File: config.mk
export PLATFORM = sky130hd
export DESIGN_NAME = instr_prefetch_queue_flat
export DESIGN_NICKNAME = d
export VERILOG_FILES = /design/src/rtl/instr_prefetch_queue_if.sv /design/src/rtl/instr_prefetch_queue.sv /design/src/flat_wrapper.sv
export SDC_FILE = /design/constraint.sdc
export NUM_CORES = 1
export LEC_CHECK = 0
export BUFFER_PORTS_ARGS = -buffer_cell sky130_fd_sc_hd__buf_2
export CELL_PAD_IN_SITES_DETAIL_PLACEMENT = 0
export CELL_PAD_IN_SITES_GLOBAL_PLACEMENT = 1
export CORE_MARGIN = 1
export CORE_UTILIZATION = 50
export CTS_BUF_LIST = sky130_fd_sc_hd__clkbuf_16
export CTS_CLUSTER_SIZE = 8
export DETAILED_ROUTE_END_ITERATION = 7
export PLACE_DENSITY_LB_ADDON = 0.05
export SKIP_CTS_REPAIR_TIMING = 1
export SLEW_MARGIN = 20
export SYNTH_ARGS = -nofsm -noshare
export SYNTH_HDL_FRONTEND = slang
export SYNTH_SLANG_ARGS = --single-unit
File: constraint.sdc
create_clock -name clk -period 8.25 [get_ports clk]
set_input_delay 0.825 -clock clk [delete_from_list [all_inputs] [get_ports clk]]
set_output_delay 0.825 -clock clk [all_outputs]
set_load 0.05 [all_outputs]
File: src/rtl/instr_prefetch_queue_if.sv
// rtl/instr_prefetch_queue_if.sv - memory read bus and instruction hand-off bundle for the prefetch queue
interface instr_prefetch_queue_if #(
    parameter int ADDR_W = 16
);
    // Synchronous RAM read port: data for a request appears one cycle later
    logic [ADDR_W-1:0] mem_addr;
    logic              mem_rd_en;
    logic [7:0]        mem_data_in;

    // Flush and restart request from the branch unit
    logic              redirect;
    logic [ADDR_W-1:0] redirect_pc;

    // Decoded head instruction offered to the execute stage
    logic              ie_ready;
    logic              instr_valid;
    logic [7:0]        opcode;
    logic [15:0]       operand;
    logic [1:0]        instr_len;
    logic [ADDR_W-1:0] instr_pc;

    // Prefetch queue side
    modport master (
        output mem_addr,
        output mem_rd_en,
        input  mem_data_in,
        input  redirect,
        input  redirect_pc,
        input  ie_ready,
        output instr_valid,
        output opcode,
        output operand,
        output instr_len,
        output instr_pc
    );

    // Memory / consumer / redirect source side
    modport slave (
        input  mem_addr,
        input  mem_rd_en,
        output mem_data_in,
        output redirect,
        output redirect_pc,
        output ie_ready,
        input  instr_valid,
        input  opcode,
        input  operand,
        input  instr_len,
        input  instr_pc
    );
endinterface

File: src/rtl/instr_prefetch_queue.sv
// rtl/instr_prefetch_queue.sv - 6502 byte prefetch queue with length decode; IF_PREFETCH_STATS_EN adds fetch/stall counters
module instr_prefetch_queue #(
    parameter int DEPTH  = 8,
    parameter int ADDR_W = 16
) (
    input  logic                     clk,
    input  logic                     rst,
    instr_prefetch_queue_if.master   bus,
    output logic [$clog2(DEPTH):0]   fifo_level
`ifdef IF_PREFETCH_STATS_EN
    ,
    output logic [15:0]              fetch_count,
    output logic [15:0]              stall_count
`endif
);
    localparam int PTR_W = $clog2(DEPTH);
    localparam int LVL_W = PTR_W + 1;

    typedef enum logic {
        IDLE,
        FETCH
    } state_t;

    state_t             state_q;
    state_t             state_d;

    logic [ADDR_W-1:0]  fetch_pc;
    logic [ADDR_W-1:0]  instr_pc_q;
    logic [PTR_W-1:0]   rd_ptr;
    logic [PTR_W-1:0]   wr_ptr;
    logic [LVL_W-1:0]   level;
    logic               rd_pend;     // a read was issued last cycle; its byte is on mem_data_in now
    logic [7:0]         fifo_mem [DEPTH];

    logic               rd_en;
    logic               has_room;
    logic               push;
    logic               hs;
    logic [7:0]         head_byte;
    logic [7:0]         byte1;
    logic [7:0]         byte2;
    logic [1:0]         head_len;
    logic               valid;

    // Instruction length from the NMOS 6502 documented opcode map; anything undocumented is 1
    function automatic logic [1:0] op_len(input logic [7:0] op);
        logic [1:0] len;
        len = 2'd1;
        casez (op)
            // absolute, absolute indexed, indirect, JSR
            8'h20, 8'h2C, 8'h4C, 8'h6C, 8'h8C, 8'hAC, 8'hCC, 8'hEC, 8'hBC,
            8'h0D, 8'h1D, 8'h2D, 8'h3D, 8'h4D, 8'h5D, 8'h6D, 8'h7D,
            8'h8D, 8'h9D, 8'hAD, 8'hBD, 8'hCD, 8'hDD, 8'hED, 8'hFD,
            8'h19, 8'h39, 8'h59, 8'h79, 8'h99, 8'hB9, 8'hD9, 8'hF9,
            8'h0E, 8'h1E, 8'h2E, 8'h3E, 8'h4E, 8'h5E, 8'h6E, 8'h7E,
            8'h8E, 8'hAE, 8'hBE, 8'hCE, 8'hDE, 8'hEE, 8'hFE:
                len = 2'd3;
            // (zp,X), (zp),Y, zp and zp indexed of the ALU group
            8'h?1, 8'h?5:
                len = 2'd2;
            // immediate
            8'h09, 8'h29, 8'h49, 8'h69, 8'hA9, 8'hC9, 8'hE9,
            8'hA0, 8'hA2, 8'hC0, 8'hE0:
                len = 2'd2;
            // zero page and zero page indexed of the shift/load/store groups
            8'h06, 8'h26, 8'h46, 8'h66, 8'h86, 8'hA6, 8'hC6, 8'hE6,
            8'h16, 8'h36, 8'h56, 8'h76, 8'h96, 8'hB6, 8'hD6, 8'hF6,
            8'h24, 8'h84, 8'hA4, 8'hC4, 8'hE4, 8'h94, 8'hB4:
                len = 2'd2;
            // relative branches
            8'h10, 8'h30, 8'h50, 8'h70, 8'h90, 8'hB0, 8'hD0, 8'hF0:
                len = 2'd2;
            default:
                len = 2'd1;
        endcase
        return len;
    endfunction

    // Reads and returning bytes are both counted so an in-flight byte always has a slot
    assign has_room = ({1'b0, level} + (LVL_W + 1)'(rd_pend)) < (LVL_W + 1)'(DEPTH);

    // A redirect kills the byte arriving at the same edge
    assign push = rd_pend && !bus.redirect;

    // Head decode: an empty queue presents opcode 0 (BRK), which decodes as length 1
    assign head_byte = (level != '0) ? fifo_mem[rd_ptr] : 8'h00;
    assign byte1     = fifo_mem[rd_ptr + PTR_W'(1)];
    assign byte2     = fifo_mem[rd_ptr + PTR_W'(2)];
    assign head_len  = op_len(head_byte);
    assign valid     = (level >= LVL_W'(head_len)) && !bus.redirect;
    assign hs        = valid && bus.ie_ready;

    assign bus.mem_addr    = fetch_pc;
    assign bus.mem_rd_en   = rd_en;
    assign bus.instr_valid = valid;
    assign bus.opcode      = head_byte;
    assign bus.operand     = {(head_len == 2'd3) ? byte2 : 8'h00,
                              (head_len >= 2'd2) ? byte1 : 8'h00};
    assign bus.instr_len   = head_len;
    assign bus.instr_pc    = instr_pc_q;
    assign fifo_level      = level;

    // Fetch FSM state register
    always_ff @(posedge clk or negedge rst) begin
        if (!rst) begin
            state_q <= IDLE;
        end else begin
            state_q <= state_d;
        end
    end

    // Fetch FSM next state and read request; no read is issued during a redirect cycle
    always_comb begin
        state_d = state_q;
        rd_en   = 1'b0;
        case (state_q)
            IDLE: begin
                if (bus.redirect) begin
                    state_d = FETCH;
                end
            end
            FETCH: begin
                state_d = FETCH;
                rd_en   = !bus.redirect && has_room;
            end
            default: begin
                state_d = IDLE;
            end
        endcase
    end

    // Byte storage; contents never need reset because level gates every use
    always_ff @(posedge clk) begin
        if (push) begin
            fifo_mem[wr_ptr] <= bus.mem_data_in;
        end
    end

    // Pointers, level, program counters and the in-flight read flag
    always_ff @(posedge clk or negedge rst) begin
        if (!rst) begin
            fetch_pc   <= '0;
            instr_pc_q <= '0;
            rd_ptr     <= '0;
            wr_ptr     <= '0;
            level      <= '0;
            rd_pend    <= 1'b0;
        end else if (bus.redirect) begin
            fetch_pc   <= bus.redirect_pc;
            instr_pc_q <= bus.redirect_pc;
            rd_ptr     <= '0;
            wr_ptr     <= '0;
            level      <= '0;
            rd_pend    <= 1'b0;
        end else begin
            rd_pend <= rd_en;
            if (rd_en) begin
                fetch_pc <= fetch_pc + ADDR_W'(1);
            end
            if (push) begin
                wr_ptr <= wr_ptr + PTR_W'(1);
            end
            if (hs) begin
                rd_ptr     <= rd_ptr + PTR_W'(head_len);
                instr_pc_q <= instr_pc_q + ADDR_W'(head_len);
            end
            level <= level + LVL_W'(push) - (hs ? LVL_W'(head_len) : '0);
        end
    end

`ifdef IF_PREFETCH_STATS_EN
    // Saturating read and consumer-starvation counters, restarted by redirect
    always_ff @(posedge clk or negedge rst) begin
        if (!rst) begin
            fetch_count <= '0;
            stall_count <= '0;
        end else if (bus.redirect) begin
            fetch_count <= '0;
            stall_count <= '0;
        end else begin
            if (rd_en && (fetch_count != 16'hFFFF)) begin
                fetch_count <= fetch_count + 16'd1;
            end
            if (bus.ie_ready && !valid && (stall_count != 16'hFFFF)) begin
                stall_count <= stall_count + 16'd1;
            end
        end
    end
`endif

endmodule

File: src/flat_wrapper.sv
// flat-port wrapper written by rule: the top's interface ports become plain ports
module instr_prefetch_queue_flat 
#(
    parameter int DEPTH  = 8,
    parameter int ADDR_W = 16
)
  (clk, rst, fifo_level, bus_mem_addr, bus_mem_rd_en, bus_mem_data_in, bus_redirect, bus_redirect_pc, bus_ie_ready, bus_instr_valid, bus_opcode, bus_operand, bus_instr_len, bus_instr_pc);
  instr_prefetch_queue_if #(.ADDR_W(ADDR_W)) bus_i ();
  input  logic clk;
  input  logic rst;
  output logic [$clog2(DEPTH):0] fifo_level;
  output wire logic [$bits(bus_i.mem_addr)-1:0] bus_mem_addr;
  output wire logic [$bits(bus_i.mem_rd_en)-1:0] bus_mem_rd_en;
  input wire logic [$bits(bus_i.mem_data_in)-1:0] bus_mem_data_in;
  input wire logic [$bits(bus_i.redirect)-1:0] bus_redirect;
  input wire logic [$bits(bus_i.redirect_pc)-1:0] bus_redirect_pc;
  input wire logic [$bits(bus_i.ie_ready)-1:0] bus_ie_ready;
  output wire logic [$bits(bus_i.instr_valid)-1:0] bus_instr_valid;
  output wire logic [$bits(bus_i.opcode)-1:0] bus_opcode;
  output wire logic [$bits(bus_i.operand)-1:0] bus_operand;
  output wire logic [$bits(bus_i.instr_len)-1:0] bus_instr_len;
  output wire logic [$bits(bus_i.instr_pc)-1:0] bus_instr_pc;
  assign bus_mem_addr = bus_i.mem_addr;
  assign bus_mem_rd_en = bus_i.mem_rd_en;
  assign bus_i.mem_data_in = bus_mem_data_in;
  assign bus_i.redirect = bus_redirect;
  assign bus_i.redirect_pc = bus_redirect_pc;
  assign bus_i.ie_ready = bus_ie_ready;
  assign bus_instr_valid = bus_i.instr_valid;
  assign bus_opcode = bus_i.opcode;
  assign bus_operand = bus_i.operand;
  assign bus_instr_len = bus_i.instr_len;
  assign bus_instr_pc = bus_i.instr_pc;
  instr_prefetch_queue #(.DEPTH(DEPTH), .ADDR_W(ADDR_W)) u_core (.clk(clk), .rst(rst), .bus(bus_i), .fifo_level(fifo_level));
endmodule
==> results.py <==
metrics = {
    "sta": {
        "finalSetupViolations": 0,
        "rsz0062_at_grt": "no",
        "clock-skew-final_ns": 0.0108,
        "tns_ns": 0,
        "max_slew.worst_pin.slew_ns": 1.06,
        "setup_ws_ns": 1.85,
        "fin_crit_sh": 0.775,
        "whs_ns": 0.452,
        "fmax_mhz": 156,
        "fin_crit_ns": 6.40,
        "relSlewSlack": 0.288,
        "slew_violations": 0,
        "report.final.hold_viol_count": 0,
    },
    "global_routing": {
        "overflow": 0,
        "grt_pass1_wl_mm": 23.7,
        "grt_use_total": 0.241,
        "grt_pass1_vias": 4349,
        "antenna_found_initial": 0,
        "grt_max_degree": 45,
    },
    "cells_and_area": {
        "syn2layout_area_growth_pct": 14.1,
        "final_area_sq_um": 7300,
        "nets": 626,
        "antenna_cells": 0,
        "instances_no_fill": 753,
        "fillerInstances": 1014,
        "drive_gt1_frac": 0.320,
    },
    "power": {
        "cellLeakagePower_nw": 2.71,
        "vdd_ir_drop_max_mv": 0.212,
        "pwr_density_cell_nw_per_um2": 395,
    },
    "cts": {
        "htreeDepth": 3,
        "root_buffer": "clkbuf_16",
        "insertion_delay_ns": 0.36,
        "cts_tree": "built",
        "path_clk_slew_ns": 0.08,
        "clkSinkCount": 108,
        "cts_buffer_depth": 2,
        "cts_buffers": 9,
    },
    "worst_setup_path": {
        "timing.rr.start": "u_core.rd_ptr[0]$_DFFE_PN0P_",
        "path_class": "flip-flop to flip-flop",
        "r2r_slack_ns": 1.85,
        "crit_required_ns": 8.47,
        "arrival_ns": 6.61,
        "r2r-end": "u_core.fifo_level[3]$_DFF_PN0_",
        "crit_path_start_kind": "flip-flop",
        "cp_max_fo": 24,
        "rr_worst_depth": 16,
        "worst_setup_path_end_kind": "flip-flop",
    },
    "routing": {
        "drc_errors": 0,
        "drt_wl_total_mm": 15.1,
        "wl_met1_mm": 6.91,
        "viasPerCell": 6.09,
        "firstDrtPassIters": 5,
        "drtIter0Drc": 300,
        "ant_nets": 0,
        "wl_met2_mm": 7.00,
        "wl_per_cell_microns": 20.1,
        "wl_met3_mm": 1.07,
        "topRoutingLayerUsed": "met4",
        "route.vias.total": 4585,
    },
    "floorplanning": {
        "die_area_sq_um": 13300,
        "row_count": 40,
        "pin_count": 92,
        "die_x_microns": 115,
        "start_util": 0.522,
        "die_h_microns": 115,
        "core_area_sq_um": 12300,
    },
    "worst_hold_path": {
        "hp-class": "input pin to asynchronous set/reset pin",
    },
    "yosys": {
        "synth_cell_types": 54,
        "synth_top_area_frac": 0.300,
        "synth-edff-count": 64,
        "synth_seq_area_share": 0.472,
        "syn-cell-area_sq_um": 6400,
        "synth_cells": 498,
        "avgSynthCellArea_sq_um": 12.8,
        "yosysWarnings": 0,
        "synthFlopType": "edfxtp_1",
        "ys_seq_elements": 108,
        "ys_async_sr_fraction": 0.407,
        "synth_top_area_cell": "edfxtp_1",
        "synth_area_leaders": "edfxtp_1 30%, dfrtp_1 17%, mux4_2 17%, mux2i_1 3.0%, ha_1 2.9%",
        "synth_nets": 544,
    },
    "run": {
        "cap_violations": 0,
    },
    "place": {
        "pre_cts_slack_ns": 1.91,
        "gp_congestion": 0.832,
        "placed_cell_area_sq_um": 7000,
        "dp_hpwl_mm": 10.8,
        "portBuffers": 91,
        "dp.cells": 737,
    },
    "run_status": {
        "outcome": "finished, final reports clean",
    },
}
area by class of cell:
class	instances	area [sq um]	share of cell area
multi-input cells	350	3210	0.439
flip-flops and latches	108	3020	0.414
repair buffers	99	518	0.0709
clock buffers	9	225	0.0308
well taps	168	210	0.0288
clock inverters	7	73.8	0.0101
inverters	12	45.0	0.00617
critical path, stage by stage (launching register included):
cell and delay [ns]:
dfrtp_2 0.80, buf_4 0.41, mux4_2 0.56, mux2i_2 0.46
o21ai_2 0.15, a221oi_4 0.87, and3_1 0.33, ha_1 0.24
a21oi_1 0.52, or3_1 0.64, a31o_1 0.18, ha_1 0.26
ha_1 0.30, a21o_1 0.16, a21oi_1 0.16, xnor2_1 0.14
nor2_1 0.05
Yosys cell counts, types with 3 or more instances:
cell / instances
a211oi_1: 3
a21o_1: 4
a21oi_1: 13
a31oi_1: 10
and2_1: 5
and3_1: 6
buf_1: 6
buf_2: 5
buf_6: 3
clkbuf_1: 14
dfrtp_1: 44
edfxtp_1: 64
fa_1: 3
ha_1: 15
inv_1: 12
mux2_2: 5
mux2i_1: 19
mux2i_2: 3
mux2i_4: 3
mux4_2: 47
nand2_1: 44
nand2b_1: 5
nand3_1: 16
nand4_1: 6
nor2_1: 41
nor2b_1: 4
nor3_1: 10
nor4_1: 3
o211a_1: 3
o21ai_0: 22
o311ai_0: 10
or3_1: 3
xnor2_1: 18
xor2_1: 6
state kept, by name (all words and copies together), names as in the netlist:
register,flops
u_core.fifo_level,4
u_core.fifo_mem,64
u_core.rd_pend,1
u_core.wr_ptr,3
u_core.rd_ptr,3
u_core.bus.mem_addr,16
u_core.bus.instr_pc,16
u_core.state_q,1
worst max-delay path by stage:
stage,endpoint,startpoint,slack [ns],depth (start not counted)
after floorplan,u_core.fifo_level[3]$_DFF_PN0_,u_core.rd_ptr[0]$_DFFE_PN0P_,2.95,20
after global placement,u_core.fifo_level[3]$_DFF_PN0_,u_core.rd_ptr[0]$_DFFE_PN0P_,2.06,16
after detailed placement,u_core.fifo_level[3]$_DFF_PN0_,u_core.rd_ptr[0]$_DFFE_PN0P_,1.91,16
after CTS,u_core.fifo_level[3]$_DFF_PN0_,u_core.rd_ptr[0]$_DFFE_PN0P_,1.88,16
after global routing,u_core.fifo_level[3]$_DFF_PN0_,u_core.rd_ptr[0]$_DFFE_PN0P_,1.51,16
final,u_core.fifo_level[3]$_DFF_PN0_,u_core.rd_ptr[0]$_DFFE_PN0P_,1.85,16
layout by cell type (no fill, tap or decap), drive strengths merged, types with 2 or more instances in the layout:
cell type	instances
a21oi	13
o311ai	10
and3	6
nand2	44
xor2	6
mux2i	25
nand2b	5
o211a	3
inv	16
clkinv	3
nor4	5
buf	99
ha	15
a31o	2
a21o	4
nor3	10
fa	3
o21ai	24
a31oi	11
or3	3
nor2b	4
nand3	16
dfrtp	44
o211ai	2
mux4	48
and2	5
clkbuf	9
or2	2
xnor2	18
a211oi	3
nor2	41
mux2	7
edfxtp	64
nand4	6
layer usage:
metal / vias up / global-route usage
li1: 2094 / -
met1: 2300 / 0.356
met2: 180 / 0.365
met3: 11 / 0.0585
met4: 0 / 0.0528
met5: - / 0
cells by family after synthesis:
family / after synthesis / synth area share
AND/OR/NAND/NOR: 151 / 0.116
flip-flops: 108 / 0.472
multiplexers: 80 / 0.229
AO/OA/AOI/OAI: 77 / 0.0833
buffers and inverters: 40 / 0.0280
XOR/XNOR: 24 / 0.0329
adder cells (fa/ha/maj): 18 / 0.0387
through the flow:
stage          utilization  power [W]
5_1_grt              0.596    0.00305
3_3_place_gp         0.571    0.00245
2_1_floorplan            -    0.00212
6_report             0.596    0.00289
3_5_place_dp         0.571    0.00247
4_1_cts              0.595    0.00290
power by group:
part / leakage, nW / switching [W] / internal [W]
Combinational: 1.45 / 0.00111 / 0.000611
Sequential: 1.11 / 0.000108 / 0.000632
Clock: 0.147 / 0.000214 / 0.000215
Total: 2.71 / 0.00143 / 0.00146
No activity file was read; power rests on OpenSTA's default activity.
